File: src/rtl/csr_sched_pkg.sv
// Shared types and default widths for the CSR row scheduler, the mul_sparse
// datapath and the bench.
package csr_sched_pkg;

   localparam int ADDR_W_DEF = 10;
   localparam int ROW_W_DEF  = 10;

   typedef enum logic [2:0] {
      IDLE,
      PTR0,
      PTRN,
      PEND,
      ISSUE,
      DONE
   } sched_state_t;

endpackage

File: src/rtl/csr_row_sched.sv
// CSR row scheduler: walks row pointers, issues nonzero addresses under a
// ready/stall handshake. Optional pointer-order check: CSR_SCHED_ERR_CHK_EN.
//
// state | meaning
// IDLE  | waiting for start, all outputs 0
// PTR0  | reading ptr[0]
// PTRN  | reading ptr[row+1]; ptr[0] lands in cur on the first row
// PEND  | end pointer arrives; empty row or go issue
// ISSUE | presenting nz_addr = cur until mac_ready
// DONE  | done pulse (one extra cycle if the last row was empty)
module csr_row_sched
   import csr_sched_pkg::*;
#(
   parameter int ADDR_W = ADDR_W_DEF,
   parameter int ROW_W  = ROW_W_DEF
) (
   input  logic              clk,
   input  logic              rst,
   input  logic              start,
   input  logic [ROW_W-1:0]  num_rows,
   output logic [ADDR_W-1:0] ptr_addr,
   input  logic [ADDR_W-1:0] ptr_rdata,
   output logic [ADDR_W-1:0] nz_addr,
   output logic              nz_en,
   input  logic              mac_ready,
   output logic [ROW_W-1:0]  row_idx,
   output logic              row_last,
   output logic              row_zero,
   output logic              busy,
   output logic              done,
   output logic              err
);

   sched_state_t      state;
   logic [ROW_W-1:0]  row;
   logic [ROW_W-1:0]  nrows;
   logic [ADDR_W-1:0] cur;
   logic [ADDR_W-1:0] end_p;
   logic              last_row;

   assign last_row = (row == nrows - ROW_W'(1));

`ifndef CSR_SCHED_ERR_CHK_EN
   assign err = 1'b0;
`endif

   always_ff @(posedge clk) begin
      if (rst) begin
         state    <= IDLE;
         row      <= '0;
         nrows    <= '0;
         cur      <= '0;
         end_p    <= '0;
         ptr_addr <= '0;
         nz_addr  <= '0;
         nz_en    <= 1'b0;
         row_idx  <= '0;
         row_last <= 1'b0;
         row_zero <= 1'b0;
         busy     <= 1'b0;
         done     <= 1'b0;
`ifdef CSR_SCHED_ERR_CHK_EN
         err      <= 1'b0;
`endif
      end else begin
         row_zero <= 1'b0;
         done     <= 1'b0;
         case (state)
            IDLE: begin
               if (start) begin
                  busy <= 1'b1;
`ifdef CSR_SCHED_ERR_CHK_EN
                  err  <= 1'b0;
`endif
                  if (num_rows != '0) begin
                     nrows    <= num_rows;
                     row      <= '0;
                     row_idx  <= '0;
                     ptr_addr <= '0;
                     state    <= PTR0;
                  end else begin
                     done  <= 1'b1;
                     state <= DONE;
                  end
               end
            end
            PTR0: begin
               ptr_addr <= ADDR_W'(row) + ADDR_W'(1);
               state    <= PTRN;
            end
            PTRN: begin
               if (row == '0)
                  cur <= ptr_rdata;
               row_idx  <= row;
               ptr_addr <= '0;
               state    <= PEND;
            end
            PEND: begin
               end_p <= ptr_rdata;
`ifdef CSR_SCHED_ERR_CHK_EN
               if (ptr_rdata < cur)
                  err <= 1'b1;
`endif
               if (ptr_rdata <= cur) begin
                  // row_idx keeps this row for the row_zero cycle; a last
                  // empty row reaches done through a second DONE cycle
                  row_zero <= 1'b1;
                  if (last_row) begin
                     state <= DONE;
                  end else begin
                     row      <= row + ROW_W'(1);
                     ptr_addr <= ADDR_W'(row) + ADDR_W'(2);
                     state    <= PTRN;
                  end
               end else begin
                  nz_en    <= 1'b1;
                  nz_addr  <= cur;
                  row_last <= (cur + ADDR_W'(1) == ptr_rdata);
                  state    <= ISSUE;
               end
            end
            ISSUE: begin
               if (mac_ready) begin
                  cur <= cur + ADDR_W'(1);
                  if (row_last) begin
                     nz_en    <= 1'b0;
                     nz_addr  <= '0;
                     row_last <= 1'b0;
                     if (last_row) begin
                        done  <= 1'b1;
                        state <= DONE;
                     end else begin
                        row      <= row + ROW_W'(1);
                        row_idx  <= row + ROW_W'(1);
                        ptr_addr <= ADDR_W'(row) + ADDR_W'(2);
                        state    <= PTRN;
                     end
                  end else begin
                     nz_addr  <= cur + ADDR_W'(1);
                     row_last <= (cur + ADDR_W'(2) == end_p);
                  end
               end
            end
            DONE: begin
               if (done) begin
                  busy    <= 1'b0;
                  row_idx <= '0;
                  state   <= IDLE;
               end else begin
                  done <= 1'b1;
               end
            end
            default: state <= IDLE;
         endcase
      end
   end

endmodule

File: config.mk
export PLATFORM = sky130hd
export DESIGN_NAME = csr_row_sched
export DESIGN_NICKNAME = d
export VERILOG_FILES = /design/src/rtl/csr_sched_pkg.sv /design/src/rtl/csr_row_sched.sv
export SDC_FILE = /design/constraint.sdc
export NUM_CORES = 1
export LEC_CHECK = 0
export CAP_MARGIN = 10
export CORE_ASPECT_RATIO = 1.1
export CORE_MARGIN = 2
export CORE_UTILIZATION = 64
export DETAILED_ROUTE_END_ITERATION = 6
export DONT_BUFFER_PORTS = 1
export PLACE_DENSITY_LB_ADDON = 0.05
export SYNTH_ARGS = -nofsm -noshare
export SYNTH_HDL_FRONTEND = slang
export SYNTH_SLANG_ARGS = --single-unit
export TNS_END_PERCENT = 10
File: constraint.sdc
create_clock -name clk -period 4.1 [get_ports clk]
set_input_delay 0.615 -clock clk [delete_from_list [all_inputs] [get_ports clk]]
set_output_delay 0.615 -clock clk [all_outputs]
set_load 0.01 [all_outputs]
==> results of run 1 <==
[routing by layer]
metal,share of wire (%),global-route usage (%),vias to the layer above
met5,0,0,-
met4,4.6,16.6,0
met3,6.3,6.76,46
met2,51,55.9,187
met1,38,38.4,2317
li1,-,-,2398
[layout make-up]
cell class | instances | area [sq um] | area share [%]
Inverter | 19 | 71.3 | 1.32
Timing Repair Buffer | 6 | 45.0 | 0.835
Multi-Input combinational cell | 544 | 3310 | 61.4
Sequential cell | 78 | 1560 | 28.9
Tap cell | 108 | 135 | 2.50
Clock buffer | 9 | 124 | 2.30
Clock inverter | 7 | 145 | 2.69
[logic make-up (layout without fill, tap and decap cells)]
group	count (synthesis)	in the layout	share of synthesized area (%)
buffers and inverters	68	41	5.12
other	1	1	0.0731
DFF	78	78	30.4
adders and majority gates	16	16	3.90
AOI/OAI and AO/OA	188	188	22.9
xor gates and xnor gates	44	44	7.51
muxes	21	21	4.12
and+or+nand+nor	274	274	25.9
[path summary, 6_finish.rpt]
kind,start,end,slack [ns],depth (start not counted)
hold / removal,rst,ptr_addr[2],0.31,1
setup reg to reg,cur[7],row[3],1.06,9
setup / recovery,cur[7],row[3],1.06,9
hold reg to reg,end_p[1],end_p[1],0.47,2
[critical path: cells and delay by family (launching register included)]
kind	cells	cell delay, ns
fa+ha+maj	1	0.33
simple gates	2	0.87
buf+inv	1	0.14
compound gates	5	1.12
flops	1	0.51
[sequential cells by signal, summed over array words and instances (netlist names)]
register	cells
end_p	10
row_idx	10
row_last	1
done	1
nz_addr	10
state	3
ptr_addr	10
cur	10
nz_en	1
row	10
busy	1
row_zero	1
nrows	10
[stage by stage]
step	util, %	instances
6_report	68.9	771
5_1_grt	68.9	771
4_1_cts	68.9	771
3_5_place_dp	65.5	755
3_3_place_gp	65.5	755
2_1_floorplan	-	690
[where the power goes]
| group | switching [mW] | internal, mW | leakage (nW) |
|---|---|---|---|
| clock | 0.317 | 0.469 | 0.130 |
| combinational | 0.338 | 0.241 | 1.11 |
| sequential | 0.0952 | 0.811 | 0.632 |
[cell usage in the layout, fill, tap and decap left out, types with 4 or more instances in the layout]
master,n
nor2_1,79
dfxtp_1,78
nand2_1,72
a21oi_1,64
o21ai_0,45
xnor2_1,33
nor3_1,23
nand3_1,23
mux2i_1,20
inv_1,19
nor2b_1,17
ha_1,16
a211oi_1,13
nor4_1,12
xor2_1,11
nand4_1,9
clkbuf_8,9
and3_1,8
o22a_1,8
o31ai_1,8
nand2b_1,7
o21ai_1,7
a311oi_1,6
and2_1,6
buf_4,6
a21o_1,4
bufinv_16,4
==> out/results.tsv, run 1 <==
metric	value	unit
pin_count	60	
p_leak	1.87	nW
place_ws	1.06	ns
final_antenna_net_count	0	
fillers	695	
max_cap_viol_count	0	
cts_resized	0	
yosysMostFrequentCell	nor2_1	
first_global_vias	4670	
end_kind	register	
crit_path_top_delay_cell	or4_1	
ir_drop	0.000267	V
cp.required	4.40	ns
synthTopCellsByArea	dfxtp_1 (30%), a21oi_1 (6.2%), nor2_1 (5.8%), xnor2_1 (5.6%), nand2_1 (5.3%)	
insertion_delay	0.37	ns
synth-async-reset-ratio	0	%
area_delta_synth_final	5.22	%
first_iter_violations	303	
layout_min_cycle_time	3.04	ns
slew_headroom	50.7	%
first_pass_iters	5	
status	finished clean	
io_buffer_count	0	
postPlaceCellArea	5130	sq um
hold_viol	0	
worst_slew_pin_slew	0.730	ns
fp-row-count	34	
htree_levels	3	
gp_congestion	0.996	
start_kind	register	
cts-buffers-inserted	9	
power	2.27	mW
min_period_over_period	74.2	%
routedWlPerCell	18.1	um
drc_errors	0	
synth_flop_cell	dfxtp_1	
start_util	65.5	%
synth_edf_count	0	
criticalPathCategory	register to register	
core_area	7830	sq um
num_antenna_cells	0	
drive_gt1_share	4.98	%
hpwl	10100	um
crit_fanout	11	
setup_violations	0	
syn_area	5130	sq um
vias	4948	
yosysTopAreaCell	dfxtp_1	
fin_skew	0.0133	ns
cts_hold_buf	0	
syn-instance-count	690	
clk_pin_slew	0.09	ns
min_path_type	primary input to register	
cts_root_buffer	clkbuf_8	
max_stage_delay	0.58	ns
die_height	97.9	um
yosysWarnings	0	
cts_tree	yes	
final_nets	698	
grt_antenna_before_repair	0	
cts_sinks	78	
grt_max_degree	83	
overflow	0	
ys_types	62	
cp.arrival	3.34	ns
cts_setup_buffers	0	
synth_nets	730	
die_w	89.4	um
maxSlewViolCount	0	
rsz0062_at_grt	false	
crit_chain	inv_1, ha_1, a21oi_1, o211ai_1, a221o_1, a21oi_1, nand2_1, or4_1, o221ai_1	
synth_seq_area_share	30.4	%
track_usage	32.9	%
powerDensity	421	nW/um^2
synth.top_cell.area_share	30.4	%
die-area	8750	sq um
crit_path_frequent_cell	a21oi_1	
synth_area_per_cell	7.43	sq um
grt_pass1_wl	22600	um
synth-seq-cells	78	
holdWs	0.311	ns
wl	14000	um
fin_tns_setup	0	ns
avgViaCountPerCell	6.42	
clk_path_buf_depth	2	
synth_common_cells	nor2_1 (79), dfxtp_1 (78), nand2_1 (72)	
finalWorstSetupSlack	1.06	ns
final_area	5400	sq um
fmax	329	MHz
(Power assumes the default switching activity.)
==> inputs of run 2 (changes only) <==
- clock period: 4.1 -> 3.1 ns (I/O delays scaled with it)
==> out/results.tsv, run 2 (same netlist as run 1, synthesis figures left out) <==
metric	value	unit
status	finished clean	
layout_min_cycle_time	2.80	ns
ir_drop	0.000294	V
cp.arrival	3.08	ns
cts_sinks	78	
slew_headroom	56.4	%
power	2.77	mW
start_util	65.5	%
p_sw_share	35.6	%
first_global_vias	4814	
cts_root_buffer	clkbuf_8	
die-area	8750	sq um
die_height	97.9	um
criticalPathCategory	register to register	
io_buffer_count	0	
cts_setup_buffers	0	
track_usage	34.0	%
p_sw	0.986	mW
gp_congestion	0.975	
maxSlewViolCount	0	
power_frac_comb	30.1	%
overflow	0	
p_leak	1.91	nW
num_antenna_cells	0	
vias	5035	
clk_path_buf_depth	2	
hold_viol	0	
wl	14400	um
avgViaCountPerCell	6.41	
cts-buffers-inserted	9	
clock_power_share	27.7	%
cts_resized	0	
layout_commonest_cell	nor2_1	
first_iter_violations	341	
drc_errors	0	
max_cap_viol_count	0	
insertion_delay	0.36	ns
grt_pass1_wl	23400	um
core_area	7830	sq um
drive_gt1_share	7.08	%
cp.required	3.38	ns
min_path_type	primary input to register	
hpwl	10600	um
setup_violations	0	
fmax	357	MHz
fin_tns_setup	0	ns
routedWlPerCell	18.3	um
powerDensity	509	nW/um^2
start_kind	register	
final_cells	786	
p_int	1.78	mW
fin_skew	0.00745	ns
min_period_over_period	90.3	%
end_kind	register	
layout_common_cells	nor2_1 (79), dfxtp_1 (78), nand2_1 (72)	
grt_antenna_before_repair	0	
crit_fanout	10	
final_antenna_net_count	0	
worst_slew_pin_slew	0.646	ns
power_frac_seq	42.2	%
die_w	89.4	um
utilization	69.4	%
rsz0062_at_grt	false	
cts_tree	yes	
first_pass_iters	5	
cts_hold_buf	0	
htree_levels	3	
fp-row-count	34	
pin_count	60	
place_inst	771	
clk_pin_slew	0.08	ns
final_nets	714	
area_delta_synth_final	5.98	%
grt_max_degree	83	
-- run 2: cell types whose count changed in the layout (fill, tap and decap cells not counted) --
cell / previous run / this run
buf_4: 6 / 22
bufinv_16: 4 / 1
clkinv_2: 0 / 2
clkinvlp_4: 1 / 2
inv_6: 1 / 0
-- run 2: path summary, 6_finish.rpt --
check / start / endpoint / slack, ns / cells past startpoint
max: cur[8] / row[3] / 0.30 / 9
min: rst / ptr_addr[0] / 0.17 / 1
max reg2reg: cur[8] / row[3] / 0.30 / 9
min reg2reg: end_p[4] / end_p[4] / 0.47 / 2
-- run 2: layout make-up --
class,count,area (sq um)
Inverter,19,71.3
Sequential cell,78,1560
Fill cell,703,2390
Tap cell,108,135
Multi-Input combinational cell,544,3310
Timing Repair Buffer,22,165
Clock buffer,9,124
Clock inverter,6,63.8
-- run 2: power by group through the flow --
| stage | Sequential, mW | Clock (mW) | Combinational, mW |
|---|---|---|---|
| floorplan | 1.16 | 0 | 0.664 |
| CTS | 1.17 | 0.788 | 0.825 |
| global route | 1.18 | 0.820 | 0.924 |
| detailed placement | 1.19 | 0 | 0.821 |
| finish | 1.17 | 0.767 | 0.834 |
| global placement | 1.19 | 0 | 0.801 |
-- run 2: per-stage QoR --
| step | hold slack, ns | area (sq um) | worst slack, ns |
|---|---|---|---|
| 3_3_place_gp | 0.450 | 5250 | 0.396 |
| 5_1_grt | 0.154 | 5440 | 0.0148 |
| 2_1_floorplan | 0.448 | 5130 | 0.162 |
| 3_5_place_dp | 0.456 | 5250 | 0.320 |
| 6_report | 0.167 | 5440 | 0.301 |
| 4_1_cts | 0.158 | 5440 | 0.304 |
-- run 2: per-layer routing --
metal / up-vias / track usage, % / part of all wire [%]
met1: 2362 / 39.3 / 38
met3: 52 / 6.85 / 5.7
li1: 2422 / - / -
met2: 199 / 57.4 / 52
met5: - / 0 / 0
met4: 0 / 18.6 / 4.4
-- run 2: critical path: stages (launching register included) --
cell	delay (ns)
dfxtp_1	0.54
inv_1	0.11
ha_1	0.30
nand4_1	0.12
nor2_1	0.09
a221o_1	0.36
a21oi_1	0.31
nand2_1	0.20
or4_1	0.53
o221ai_1	0.17
==> inputs of run 3 (changes only) <==
- clock period: 3.1 -> 3.2 ns (I/O delays scaled with it)
==> out/results.tsv, run 3 (same netlist as run 1, synthesis figures left out) <==
metric	value	unit
start_util	65.5	%
min_path_type	primary input to register	
min_period_over_period	91.9	%
gp_congestion	0.983	
postPlaceCellArea	5240	sq um
setup_violations	0	
die_height	97.9	um
final_area	5450	sq um
final_antenna_net_count	0	
p_leak	1.93	nW
cts-buffers-inserted	9	
criticalPathCategory	register to register	
fin_tns_setup	0	ns
seqCellArea	1560	sq um
slew_headroom	54.3	%
start_kind	register	
drc_errors	0	
min_from	rst	
pin_count	60	
status	finished clean	
layout_commonest_cell	nor2_1	
first_global_vias	4976	
routedWlPerCell	18.7	um
clk_path_buf_depth	2	
vias	5092	
drive_gt1_share	6.94	%
rsz0062_at_grt	false	
cts_hold_buf	0	
crit_fanout	11	
wl	14700	um
overflow	0	
hpwl	10600	um
max_cap_viol_count	0	
fillers	716	
cts_root_buffer	clkbuf_8	
num_antenna_cells	0	
powerDensity	506	nW/um^2
grt_max_degree	83	
core_area	7830	sq um
cp.arrival	3.22	ns
multi_input_area	3310	sq um
io_buffer_count	0	
fp-row-count	34	
hold_viol	0	
final_nets	713	
layout_min_cycle_time	2.94	ns
area_delta_synth_final	6.29	%
layout_common_cells	nor2_1 (79), dfxtp_1 (78), nand2_1 (72)	
r2r_start	cur[7]	
insertion_delay	0.36	ns
die-area	8750	sq um
first_iter_violations	322	
clk_pin_slew	0.08	ns
first_pass_iters	7	
cts_sinks	78	
grt_pass1_wl	24100	um
cp.required	3.48	ns
htree_levels	3	
grt_antenna_before_repair	0	
end_kind	register	
cts_resized	0	
worst_slew_pin_slew	0.683	ns
fmax	340	MHz
startpoint	cur[7]	
maxSlewViolCount	0	
ir_drop	0.000334	V
die_w	89.4	um
fin_skew	0.00995	ns
cts_setup_buffers	0	
avgViaCountPerCell	6.49	
cts_tree	yes	
track_usage	35.0	%
[run 3: layout make-up]
| type | count | area share [%] |
|---|---|---|
| Clock buffer | 9 | 2.27 |
| Clock inverter | 6 | 1.61 |
| Inverter | 19 | 1.31 |
| Multi-Input combinational cell | 544 | 60.8 |
| Sequential cell | 78 | 28.6 |
| Tap cell | 108 | 2.48 |
| Timing Repair Buffer | 21 | 2.89 |
[run 3: critical path, stage by stage (launching register included)]
cell	delay (ns)
dfxtp_1	0.50
inv_1	0.14
ha_1	0.31
a21oi_1	0.21
o211ai_1	0.11
a221o_1	0.32
a21oi_1	0.21
nand2_1	0.29
or4_1	0.59
o221ai_1	0.18
[run 3: layer usage]
layer	track usage [%]	routed length (um)
met1	41.1	5600
met2	58.5	7270
met3	6.17	897
met4	20.4	894
met5	0	0
[run 3: power by group]
part,total [mW],leakage (nW),internal (mW),switching (mW)
Combinational,0.794,1.18,0.330,0.463
Clock,0.829,0.109,0.435,0.394
Sequential,1.14,0.632,1.04,0.0973
Total,2.76,1.93,1.80,0.954
[run 3: final timing paths]
check	to	slack, ns	depth (start not counted)
max	row[3]	0.26	9
min	ptr_addr[1]	0.20	1
max reg2reg	row[3]	0.26	9
min reg2reg	end_p[6]	0.47	2
[run 3: metrics by stage]
step           power [mW]  hold slack [ns]  utilization (%)  std cells  setup WS [ns]
2_1_floorplan        1.77            0.448                -        690          0.262
3_3_place_gp         1.91            0.450             66.9        770          0.511
3_5_place_dp         1.94            0.455             66.9        770          0.391
4_1_cts              2.76            0.171             69.6        785          0.351
5_1_grt              2.91            0.175             69.6        785         0.0181
6_report             2.76            0.202             69.6        785          0.259
